==> config.mk <==
export PLATFORM = sky130hd
export DESIGN_NAME = lector_display
export DESIGN_NICKNAME = d
export VERILOG_FILES = /design/src/rtl/lector_display.sv
export SDC_FILE = /design/constraint.sdc
export NUM_CORES = 1
export LEC_CHECK = 0
export ABC_AREA = 1
export CORE_MARGIN = 2
export CORE_UTILIZATION = 49
export DETAILED_ROUTE_END_ITERATION = 10
export PLACE_DENSITY = 0.79
export SLEW_MARGIN = 0
export SYNTH_ARGS = -nofsm -noshare
export SYNTH_HDL_FRONTEND = slang
export SYNTH_SLANG_ARGS = --single-unit
==> constraint.sdc <==
create_clock -name CLK -period 2.05 [get_ports CLK]
set_input_delay 0.41 -clock CLK [delete_from_list [all_inputs] [get_ports CLK]]
set_output_delay 0.41 -clock CLK [all_outputs]
set_load 0.05 [all_outputs]
==> src/rtl/lector_display.sv <==
// lector_display: watches a multiplexed, active-low 7-segment bus and rebuilds
// the four displayed BCD digits. A {anodos, segments} pattern must be seen on
// ESTABLE consecutive strobed samples before it is treated as a real capture.
module lector_display #(
   parameter int ESTABLE = 3
) (
   input  logic        CLK,
   input  logic        reset,
   input  logic        muestra,
   input  logic [7:0]  controles_display,
   input  logic [3:0]  anodos,
   output logic [15:0] digitos,
   output logic [3:0]  valido,
   output logic        error,
   output logic        trama_lista,
   output logic [7:0]  conteo_errores
);

   localparam logic [3:0] EST = 4'(ESTABLE);

   // Segment code to {legal, value}; anything outside the ten digit glyphs
   // (including a lit decimal point) is reported as illegal.
   function automatic logic [4:0] decodificar(input logic [7:0] seg);
      logic [4:0] r;
      case (seg)
         8'h03:   r = {1'b1, 4'd0};
         8'h9F:   r = {1'b1, 4'd1};
         8'h25:   r = {1'b1, 4'd2};
         8'h0D:   r = {1'b1, 4'd3};
         8'h99:   r = {1'b1, 4'd4};
         8'h49:   r = {1'b1, 4'd5};
         8'h41:   r = {1'b1, 4'd6};
         8'h1F:   r = {1'b1, 4'd7};
         8'h01:   r = {1'b1, 4'd8};
         8'h09:   r = {1'b1, 4'd9};
         default: r = 5'b0_0000;
      endcase
      return r;
   endfunction

   // Error counter increment that sticks at full scale.
   function automatic logic [7:0] sumar_sat(input logic [7:0] v);
      return (v == 8'hFF) ? v : v + 8'd1;
   endfunction

   logic [11:0] entrada;
   logic [11:0] retenido_p0;
   logic [3:0]  cnt_p0;
   logic [3:0]  cnt_sig;
   logic        iguales;
   logic        evento;
   logic        vld_p1;
   logic [11:0] dato_p1;
   logic [3:0]  mascara_p2;

   logic [4:0]  dec;
   logic [1:0]  idx;
   logic        sel_ok;
   logic [3:0]  bit_sel;
   logic [3:0]  mascara_nueva;
   logic [15:0] digitos_sig;

   assign entrada = {anodos, controles_display};

   // ---- stage 0: stability counting and capture-event detection ----

   // Next repeat count and whether this strobe completes a stable period.
   // The "value changed" term lets ESTABLE=1 fire on every new pattern even
   // though the count was already sitting at 1 for the previous one.
   always_comb begin
      iguales = (entrada == retenido_p0);
      cnt_sig = cnt_p0;
      if (muestra) begin
         if (iguales) begin
            cnt_sig = (cnt_p0 >= EST) ? EST : cnt_p0 + 4'd1;
         end else begin
            cnt_sig = 4'd1;
         end
      end
      evento = muestra && (cnt_sig == EST) && (!iguales || (cnt_p0 != EST));
   end

   // Held sample and its repeat count only move on strobed edges.
   always_ff @(posedge CLK) begin
      if (reset) begin
         retenido_p0 <= 12'hFFF;
         cnt_p0      <= 4'd0;
      end else if (muestra) begin
         retenido_p0 <= entrada;
         cnt_p0      <= cnt_sig;
      end
   end

   // ---- stage 1: registered capture event ----

   // Event flag; reset drops any capture that is still in flight.
   always_ff @(posedge CLK) begin
      if (reset) begin
         vld_p1 <= 1'b0;
      end else begin
         vld_p1 <= evento;
      end
   end

   // Pattern travelling with the event flag; only meaningful when vld_p1=1.
   always_ff @(posedge CLK) begin
      dato_p1 <= entrada;
   end

   // ---- stage 2: decode and output update ----

   // Digit selection (exactly one anode low) and decoded update values.
   always_comb begin
      dec    = decodificar(dato_p1[7:0]);
      sel_ok = 1'b1;
      idx    = 2'd0;
      case (dato_p1[11:8])
         4'b1110: idx = 2'd0;
         4'b1101: idx = 2'd1;
         4'b1011: idx = 2'd2;
         4'b0111: idx = 2'd3;
         default: sel_ok = 1'b0;
      endcase
      bit_sel       = 4'b0001 << idx;
      mascara_nueva = mascara_p2 | bit_sel;
      digitos_sig   = digitos;
      digitos_sig[{idx, 2'b00} +: 4] = dec[3:0];
   end

   // Output registers; error and trama_lista are single-cycle pulses.
   always_ff @(posedge CLK) begin
      if (reset) begin
         digitos        <= 16'h0000;
         valido         <= 4'b0000;
         error          <= 1'b0;
         trama_lista    <= 1'b0;
         conteo_errores <= 8'h00;
         mascara_p2     <= 4'b0000;
      end else begin
         error       <= 1'b0;
         trama_lista <= 1'b0;
         if (vld_p1 && sel_ok) begin
            if (dec[4]) begin
               digitos     <= digitos_sig;
               valido[idx] <= 1'b1;
               if (mascara_nueva == 4'b1111) begin
                  trama_lista <= 1'b1;
                  mascara_p2  <= 4'b0000;
               end else begin
                  mascara_p2 <= mascara_nueva;
               end
            end else begin
               valido[idx]     <= 1'b0;
               mascara_p2[idx] <= 1'b0;
               error           <= 1'b1;
               conteo_errores  <= sumar_sat(conteo_errores);
            end
         end
      end
   end

endmodule

# --- Word-level counts from Yosys, hierarchy flattened ---
# Index checks and enable logic that the tools add are counted.
totals:
  ff_bits: 63
  in_bits: 15
  output_inout_bits: 30
  wordCells: 71
op_classes:
  n_addsub: 3
  n_lt_le_gt_ge: 3
  eq_ne: 19
  shift: 3
  mux: 14
  bitwise: 8
  n_reduce_logical: 11
ops:
  columns: ["op", "count"]
  rows:
  - ["5-bit case mux with 10 select lines", 1]
  - ["8-bit == test (second input constant)", 3]
  - ["4-bit two-way mux", 6]
  - ["16-bit bitwise mux", 1]
  - ["4-bit == test (second input constant)", 4]
  - ["8-bit by 4-bit == test with 1-bit output (second input constant)", 2]
  - ["8-bit by 7-bit == test with 1-bit output (second input constant)", 2]
  - ["4-bit by 6-bit variable shift with 16-bit output (first input constant)", 1]
  - ["4-bit by 6-bit indexed part select with 16-bit output", 1]
  - ["12-bit == test", 1]
  - ["8-bit by 1-bit adder with 8-bit output (second input constant)", 1]
  - ["4-bit AND", 2]
  - ["8-bit by 1-bit == test with 1-bit output (second input constant)", 1]
  - ["8-bit by 2-bit == test with 1-bit output (second input constant)", 1]
  - ["8-bit by 5-bit == test with 1-bit output (second input constant)", 1]
  - ["8-bit by 6-bit == test with 1-bit output (second input constant)", 1]
  - ["4-bit bitwise OR", 2]
  - ["4-bit negation with 6-bit output", 1]
  - ["2-bit case mux with 3 select lines", 1]
  - ["4-bit by 1-bit adder with 4-bit output (second input constant)", 1]
  - ["4-bit by 2-bit == test with 1-bit output (second input constant)", 1]
  - ["4-bit by 3-bit == test with 1-bit output (second input constant)", 1]
  - ["4-bit by 2-bit >= comparator with 1-bit output (second input constant)", 1]
  - ["1-bit logical AND", 4]
  - ["15 further kinds", 20]

# --- Longest topological paths before layout ---
# Gate-level depths: netlist (run 1).
depth:
  ltp_word: 9
  depth_mapped: 12
  mapped_depth_nobuf: 11

# --- Worst setup path before layout (run 1) ---
# OpenSTA, ideal clock, no wires.
synth_path:
  kind: "reg2reg"
  startpoint: "reg dato_p1[9]"
  endpoint: "reg mascara_p2[0]"
  setup_time_ps: 117
  t_arrival_ps: 2012
  required_ps: 1933
  slack_ps: -79
  stages_incl_launch_ff: 13
  n_path_buf: 1
  synth_period_minus_slack_ps: 2129
  path_cell_list: "dfxtp_1 -> nand2_1 -> clkinv_1 -> nand3b_1 -> nand2_1 -> inv_1 -> ha_1 -> buf_4 -> inv_1 -> a2111oi_0 -> nand3_2 -> nand2_1 -> nor2_1"
synth_via:
  elab_chain_len: 9
  elab_cells_between_ends: 20
  cone_classes: "order compare (2); eq/ne (5); shift (1); mux (6); bitwise (3); reduce/logical (3)"
synth_lines:
  columns: ["item", "line", "text"]
  rows:
  - ["start: declaration", "53", "logic [11:0] dato_p1;"]
  - ["start signal: assignment", "107", "dato_p1 <= entrada;"]
  - ["4-bit by 3-bit == test with 1-bit output or 4-bit == test (tied branches)", "117", "case (dato_p1[11:8])"]
  - ["2-bit case mux with 3 select lines", "117", null]
  - ["2-bit by 3-bit < comparator with 1-bit output (not written as such) or 2-bit by 1-bit >= comparator with 1-bit output (tied branches)", "154", "mascara_p2[idx] <= 1'b0;"]
  - ["1-bit logical AND (not written as such)", "154", null]
  - ["1-bit two-way mux (not written as such)", "154", null]
  - ["1-bit demux with 2-bit select", "154", null]
  - ["4-bit inverter (no line)", null, null]
  - ["4-bit AND (no line)", null, null]
  - ["4-bit two-way mux", "143", "if (dec[4]) begin"]
  - ["end signal: assignment", "150", "mascara_p2 <= mascara_nueva;"]
  - ["end: declaration", "54", "logic [3:0] mascara_p2;"]
# Parallel ways exist; a longest one is shown, timed or not.
# A chain may end at the register's enable or synchronous reset.

# --- Worst setup path in the final report (run 1) ---
layout_path:
  startpoint: "reg conteo_errores[2]"
  endpoint: "out conteo_errores[2]"
layout_lines:
  columns: ["item", "line", "text"]
  rows:
  - ["start: declaration", "16", "output logic [7:0] conteo_errores"]
  - ["start signal: assignment", "156", "conteo_errores <= sumar_sat(conteo_errores);"]
# No word-level cell between the ends.

==> impl_metrics.toml, run 1 <==
[status]
status = "complete, no violations"

[critical_path]
crit_cells = 1
worst-path-buf-inv = 1
reg2regPathDepth = 11
crit_chain = "clkdlybuf4s50_1"
startpoint_type = "flip-flop"
path_max_fanout = 5
crit_slowest_cell = "clkdlybuf4s50_1"
cp_slowest_stage_delay_ns = 0.83
path_delay_family = "buffers and inverters"
required_ns = 1.64
crit_type = "flip-flop to output pin"
cp.arrival_ns = 1.56
worstSetupEndpointType = "output pin"

[final_layout]
syn_to_final_growth_pct = 24.63
multi_input_area_um2 = 1618
final_cell_mix = "nand2_1, dfxtp_1, nor2_1, clkdlybuf4s50_1, inv_1"
final_nets = 487
regArea_um2 = 1261
antenna_cells = 0
design_area_um2 = 3862
final_cells = 543
final_common_cell = "nand2_1"
drive_above_1_share_pct = 15.60
fillers = 532

[timing]
hold_violations = 0
whs_ns = 0.4423
min_period_over_period_pct = 96.07
fmax_mhz = 507.8
min_period_ns = 1.969
slew_headroom_pct = 63.55
fin_setup_tns_ns = 0
worst_slew_pin_slew_ns = 0.5461
rsz0062_at_grt = "no"
drv_slew = 0
skew_ns = 0.007683
finalSetupViolations = 0

[grt]
grt_pass1_vias = 2623
track_usage_pct = 19.59
grt_max_degree = 20
grt_pass1_wl_mm = 11.42
gr-total-overflow = 0
antenna_found_initial = 0

[floorplanning]
die_x_um = 83.53
core_area_um2 = 6026
die-area_um2 = 6977
start_util_pct = 51.43
dieHeight_um = 83.53
rows = 28
io_pins = 45

[placed_design]
place.gp.congestion = 0.9057
dp_hpwl_mm = 4.782
port_buffers = 44
dpl_cell_area_um2 = 3616
post-place-cells = 527

[routing]
dr.pass1.iters = 4
post_drt_via_cell_ratio = 5.035
route.detailed.drc = 0
drt-total-wl_mm = 6.406
wire_per_inst_um = 11.80
vias = 2734
antenna_left = 0
drtIter0Drc = 115

[yosys]
ys_seq_area_share_pct = 40.69
yosysWarningCount = 0
synth_cells = 412
synth_seq_cells = 63
synth_top_area_share_pct = 40.69
synth_top_area_cell = "dfxtp_1"
avgSynthCellArea_um2 = 7.522
yosysUniqueCellTypes = 39
synth_area_um2 = 3099
synthTopCellsByArea = "dfxtp_1, nand2_1, nor2_1"
syn_nets = 436

[flow_run]
cap_viol_max_count = 0

[clock_network]
cts.reportedPaths.clkPinSlew_ns = 0.07
cts_root_buf = "clkbuf_8"
htree_levels = 3
cts.sinks = 63
clockBufferDepth = 2
clk_latency_ns = 0.33
cts_tree = "done"
cts_buffers = 9

[hold_path]
whs_path_depth = 2
hp-class = "flip-flop to flip-flop"

[power_and_ir_drop]
p_leak_uw = 0.001608
powerDensity_nw_per_um2 = 700.1
vdd_drop_max_mv = 0.4838
[sequential cells by signal, summed over array words and instances, names as in the netlist, named ones only]
signal          count
digitos            16
mascara_p2          4
vld_p1              1
dato_p1            12
error               1
trama_lista         1
conteo_errores      8
retenido_p0        12
cnt_p0              4
[metal layers]
metal	wire [um]	track usage, %	up-vias
met4	93	7.478	0
met3	220	4.946	8
li1	-	-	1418
met5	0	0	-
met2	3082	32.62	52
met1	3009	24.46	1256
[layout make-up]
type,instances,area share [%]
Timing Repair Buffer,51,12.89
Inverter,44,4.341
Multi-Input combinational cell,294,41.89
Clock inverter,3,1.684
Tap cell,75,2.430
Sequential cell,63,32.65
Clock buffer,13,4.114
[report_power, final]
| part | total, uW | internal [uW] | switching [uW] |
|---|---|---|---|
| Sequential | 1280 | 1250 | 22.7 |
| Combinational | 213 | 87.2 | 126 |
| Clock | 1210 | 751 | 463 |
| Total | 2700 | 2090 | 611 |
[cells by family after synthesis]
family | synth area share, %
buf+inv | 7.711
flops | 40.69
fa+ha+maj | 3.633
compound gates | 10.25
xor+xnor | 3.109
simple gates | 34.60
[stage by stage]
stage | setup WS, ns | total power [uW] | utilization, %
after floorplan | 0.01264 | 1437 | -
after global placement | 0.1715 | 1505 | 60.01
after detailed placement | 0.05768 | 1511 | 60.01
after CTS | 0.007905 | 2715 | 63.73
after global routing | 0.02065 | 2820 | 64.10
final | 0.08057 | 2704 | 64.10
[path summary, 6_finish.rpt]
path | from | end | slack, ns
worst max-delay path | conteo_errores[2]$_SDFFE_PP0P_ | conteo_errores[2] | 0.08
worst min-delay path | cnt_p0[3]$_SDFFE_PP0P_ | cnt_p0[3]$_SDFFE_PP0P_ | 0.44
worst max register to register | dato_p1[9]$_DFF_P_ | mascara_p2[1]$_SDFFE_PP0P_ | 0.18
worst min register to register | cnt_p0[3]$_SDFFE_PP0P_ | cnt_p0[3]$_SDFFE_PP0P_ | 0.44
[repair_timing]
| item | in CTS | in global routing |
|---|---|---|
| endpoints found under the setup margin | 0 | 13 |
| resized for setup | 0 | 6 |
| hold buffers | 0 | 0 |
| buffers inserted | 0 | 0 |
[synth_stat cells, drive strengths merged]
cell / count
clkinv: 1
or2: 3
clkbuf: 7
nor3: 8
ha: 9
dfxtp: 63
nor2: 52
nand4: 5
inv: 43
o21ai: 13
buf: 4
nand3: 33
o22ai: 3
nor4: 1
o211ai: 4
a22o: 1
nand3b: 3
xnor2: 4
xor2: 7
a2111oi: 1
nand2: 118
a21oi: 29
Power figures use the tool's default switching activity.
==> run 2: changes to the inputs <==
--- a/config.mk
+++ b/config.mk
@@ -6,7 +6,6 @@
 export NUM_CORES = 1
 export LEC_CHECK = 0
 export ABC_AREA = 1
-export CORE_MARGIN = 2
 export CORE_UTILIZATION = 49
 export DETAILED_ROUTE_END_ITERATION = 10
 export PLACE_DENSITY = 0.79
==> run 2 against run 1 <==
Power fell by 10%. Non-clock buffer count grew 3. Core utilization decreased by 0.54 points. Clock skew increased by 0.00084 ns. Critical path depth unchanged. Highest routed layer unchanged. Die area shrank 4.7%. Largest power group unchanged.
==> impl_metrics.toml, run 2 (same netlist as run 1, synthesis figures left out) <==
[timing]
fin_ws_ns = 0.07101
skew_ns = 0.008523
fin_setup_tns_ns = 0
min_period_ns = 1.979
hold_violations = 0
rsz0062_at_grt = "no"
fmax_mhz = 505.3
finalSetupViolations = 0
drv_slew = 0
min_period_over_period_pct = 96.54
slew_headroom_pct = 65.62
worst_slew_pin_slew_ns = 0.5151

[clock_network]
cts_buffers = 9
htree_levels = 3
cts_root_buf = "clkbuf_8"
cts_tree = "done"
hold_buffers = 0
clk_latency_ns = 0.34
cts.reportedPaths.clkPinSlew_ns = 0.07
cts.sinks = 63
clockBufferDepth = 2

[status]
status = "complete, no violations"

[critical_path]
cp_slowest_stage_delay_ns = 0.83
path_delay_family = "buffers and inverters"
startpoint_type = "flip-flop"
worst-path-buf-inv = 1
cp.arrival_ns = 1.57
crit_chain = "clkdlybuf4s50_1"
worstSetupEndpointType = "output pin"
crit_type = "flip-flop to output pin"
required_ns = 1.64
path_max_fanout = 5
crit_slowest_cell = "clkdlybuf4s50_1"

[final_layout]
final_common_cell = "nand2_1"
design_area_um2 = 3830
drive_above_1_share_pct = 16.77
syn_to_final_growth_pct = 23.58
antenna_cells = 0
final_nets = 490
largest_reg_flops = 16
reg.largest.list = "digitos x16, dato_p1 x12, retenido_p0 x12"
final_cells = 546
final_cell_mix = "nand2_1, dfxtp_1, nor2_1, clkdlybuf4s50_1, inv_1"
top_register = "digitos"

[routing]
dr.pass1.iters = 4
drtIter0Drc = 124
antenna_left = 0
vias = 2748
post_drt_via_cell_ratio = 5.033
drt-total-wl_mm = 6.372
wire_per_inst_um = 11.67
route.detailed.drc = 0

[floorplanning]
core_area_um2 = 6026
rows = 28
die-area_um2 = 6647
io_pins = 45
start_util_pct = 51.43
die_x_um = 81.53
dieHeight_um = 81.53

[grt]
grt_pass1_wl_mm = 11.01
antenna_found_initial = 0
grt_max_degree = 20
grt_pass1_vias = 2542
gr-total-overflow = 0
track_usage_pct = 21.67

[flow_run]
cap_viol_max_count = 0

[hold_path]
hp-class = "flip-flop to flip-flop"

[placed_design]
place.gp.congestion = 0.9265
pre_cts_ws_ns = 0.1061
dpl_cell_area_um2 = 3623
port_buffers = 44
post-place-cells = 528
dp_hpwl_mm = 4.630

[power_and_ir_drop]
p_total_uw = 2427
p_leak_uw = 0.001608
powerDensity_nw_per_um2 = 633.6
vdd_drop_max_mv = 0.4596
run 2: path summary, 6_finish.rpt:
path              slack (ns)  cells after the start                          to                           start
setup / recovery        0.07                      1           conteo_errores[3]  conteo_errores[3]$_SDFFE_PP0P_
hold reg to reg         0.45                      2      cnt_p0[3]$_SDFFE_PP0P_          cnt_p0[3]$_SDFFE_PP0P_
setup reg to reg        0.21                     11  mascara_p2[0]$_SDFFE_PP0P_             dato_p1[10]$_DFF_P_
hold / removal          0.45                      2      cnt_p0[3]$_SDFFE_PP0P_          cnt_p0[3]$_SDFFE_PP0P_
run 2: cell type report:
| class | instances | area (um2) |
|---|---|---|
| clock buffer | 9 | 123.9 |
| inverter | 44 | 167.7 |
| tap | 75 | 93.84 |
| fill | 556 | 2196 |
| timing repair buffer | 54 | 521.8 |
| multi-input combinational | 294 | 1613 |
| clock inverter | 7 | 48.80 |
| sequential | 63 | 1261 |
run 2: worst reg2reg max path, cell delays in order (launching register included):
cell and delay [ns]:
dfxtp_1 0.32, nand2_1 0.10, inv_1 0.06, nand3b_1 0.09, nand2_1 0.12, inv_2 0.12, ha_2 0.18, inv_1 0.06
a2111oi_2 0.37, nand3_2 0.18, nand2_1 0.10, nor2_1 0.04
run 2: through the flow:
step / utilization (%) / hold slack, ns
global route: 63.56 / 0.4714
floorplan: - / 0.4190
CTS: 62.98 / 0.4481
detailed placement: 60.13 / 0.4353
global placement: 60.13 / 0.4278
finish: 63.56 / 0.4451
run 2: where the power goes:
part	leakage [uW]	switching, uW	total [uW]	internal [uW]
combinational	0.00101	127	214	87.7
clock	0.0000776	501	938	437
sequential	0.000516	20.5	1270	1250
total	0.00161	648	2430	1780
run 2: what timing repair did:
action                                  in CTS  in global routing
cloned                                       0                  0
buffers inserted                             0                  2
endpoints found under the setup margin       1                 15
gates resized for setup                      1                  7
pin swaps                                    0                  1
endpoints found under the hold margin        0                  0
run 2: metal layers:
layer	track usage, %	share of wire [%]
met1	24.91	45
met5	0	0
met2	37.75	49
met4	9.821	2.0
met3	5.222	4.5
==> run 3: changes to the inputs <==
--- a/config.mk
+++ b/config.mk
@@ -9,7 +9,8 @@
 export CORE_UTILIZATION = 49
 export DETAILED_ROUTE_END_ITERATION = 10
 export PLACE_DENSITY = 0.79
-export SLEW_MARGIN = 0
+export RECOVER_POWER = 50
+export SLEW_MARGIN = 20
 export SYNTH_ARGS = -nofsm -noshare
 export SYNTH_HDL_FRONTEND = slang
 export SYNTH_SLANG_ARGS = --single-unit
==> run 3 against run 2 <==
Power is 0.50% lower. Register-to-register slack hardly changed. Critical path depth stayed put. Maximum frequency is 0.20% lower. Clock power hardly changed. Sequential cell count stayed put. Sequential power hardly changed. Cell count stayed put. Final area is 1.5% lower. Combinational power is 5% lower. Sequential share of layout area is 0.50 points higher. Largest cell class unchanged. Largest power group unchanged.
==> impl_metrics.toml, run 3 (same netlist as run 1, synthesis figures left out) <==
[status]
status = "complete, no violations"

[clock_network]
cts.reportedPaths.clkPinSlew_ns = 0.08
hold_buffers = 0
cts_root_buf = "clkbuf_8"
cts_tree = "done"
clk_latency_ns = 0.34
clockBufferDepth = 2
htree_levels = 3
cts.sinks = 63
cts_buffers = 9

[critical_path]
worstSetupEndpointType = "output pin"
crit_type = "flip-flop to output pin"
startpoint_type = "flip-flop"
path_max_fanout = 4
cp.arrival_ns = 1.57
crit_chain = "clkdlybuf4s50_1"
path_delay_family = "buffers and inverters"
cp_slowest_stage_delay_ns = 0.83
required_ns = 1.64
crit_slowest_cell = "clkdlybuf4s50_1"
worst-path-buf-inv = 1

[grt]
grt_pass1_wl_mm = 11.01
track_usage_pct = 21.67
antenna_found_initial = 0
grt_max_degree = 20
grt_pass1_vias = 2542
gr-total-overflow = 0

[flow_run]
cap_viol_max_count = 0

[timing]
rsz0062_at_grt = "no"
hold_violations = 0
finalSetupViolations = 0
worst_slew_pin_slew_ns = 0.9014
slew_headroom_pct = 39.91
drv_slew = 0
min_period_over_period_pct = 96.73
min_period_ns = 1.983
whs_ns = 0.4451
fin_setup_tns_ns = 0
fmax_mhz = 504.3
skew_ns = 0.008893

[placed_design]
place.gp.congestion = 0.9265
post-place-cells = 528
port_buffers = 44
dp_hpwl_mm = 4.630

[floorplanning]
start_util_pct = 51.43
die-area_um2 = 6647
core_area_um2 = 6026
die_x_um = 81.53
io_pins = 45
dieHeight_um = 81.53
rows = 28

[routing]
antenna_left = 0
wire_per_inst_um = 11.64
dr.pass1.iters = 4
drt-total-wl_mm = 6.354
vias = 2759
drtIter0Drc = 122
post_drt_via_cell_ratio = 5.053
route.detailed.drc = 0

[final_layout]
top_register = "digitos"
largest_reg_flops = 16
fillers = 562
syn_to_final_growth_pct = 21.72
post-route-util_pct = 62.60
drive_above_1_share_pct = 15.50
final_cell_mix = "nand2_1, dfxtp_1, nor2_1, inv_1, clkdlybuf4s50_1"
final_cells = 546
final_common_cell = "nand2_1"
antenna_cells = 0
final_nets = 490
reg.largest.list = "digitos x16, dato_p1 x12, retenido_p0 x12"

[hold_path]
hp-class = "flip-flop to flip-flop"

[power_and_ir_drop]
vdd_drop_max_mv = 0.4580
powerDensity_nw_per_um2 = 640.1
p_leak_uw = 0.001531
[run 3: power by group]
group / switching [uW] / total (uW) / internal (uW)
logic: 125 / 203 / 78.2
clock network: 500 / 937 / 437
registers: 20.6 / 1270 / 1250
total: 646 / 2410 / 1770
[run 3: what timing repair did]
item,in CTS,in global routing
gates resized for setup,1,7
pin swaps,0,1
setup endpoints to repair,1,15
buffers inserted,0,2
[run 3: layer usage]
| metal | vias up | GRT usage [%] | routed length, um |
|---|---|---|---|
| met4 | 0 | 9.821 | 121 |
| met3 | 9 | 5.222 | 261 |
| met2 | 61 | 37.75 | 3099 |
| li1 | 1429 | - | - |
| met1 | 1260 | 24.91 | 2872 |
| met5 | - | 0 | 0 |
[run 3: worst paths after layout]
kind	startpoint	to	slack [ns]	depth (start not counted)
worst max-delay path	conteo_errores[6]$_SDFFE_PP0P_	conteo_errores[6]	0.07	1
worst min-delay path	cnt_p0[3]$_SDFFE_PP0P_	cnt_p0[3]$_SDFFE_PP0P_	0.45	2
worst min register to register	cnt_p0[3]$_SDFFE_PP0P_	cnt_p0[3]$_SDFFE_PP0P_	0.45	2
worst max register to register	dato_p1[10]$_DFF_P_	mascara_p2[0]$_SDFFE_PP0P_	0.21	11
[run 3: cell type report]
| cell class | count | area [um2] | area share [%] |
|---|---|---|---|
| multi-input combinational | 294 | 1597 | 42.32 |
| sequential | 63 | 1261 | 33.43 |
| timing repair buffer | 54 | 480.5 | 12.74 |
| inverter | 44 | 167.7 | 4.444 |
| clock buffer | 9 | 123.9 | 3.284 |
| tap | 75 | 93.84 | 2.488 |
| clock inverter | 7 | 48.80 | 1.294 |
[run 3: through the flow]
step / setup slack (ns) / cell area [um2] / power [uW]
2_1_floorplan: 0.01264 / 3100 / 1437
5_1_grt: 0.003604 / 3772 / 2522
6_report: 0.06704 / 3772 / 2415
4_1_cts: 0.007482 / 3795 / 2445
3_3_place_gp: 0.1824 / 3623 / 1503
3_5_place_dp: 0.1061 / 3623 / 1509
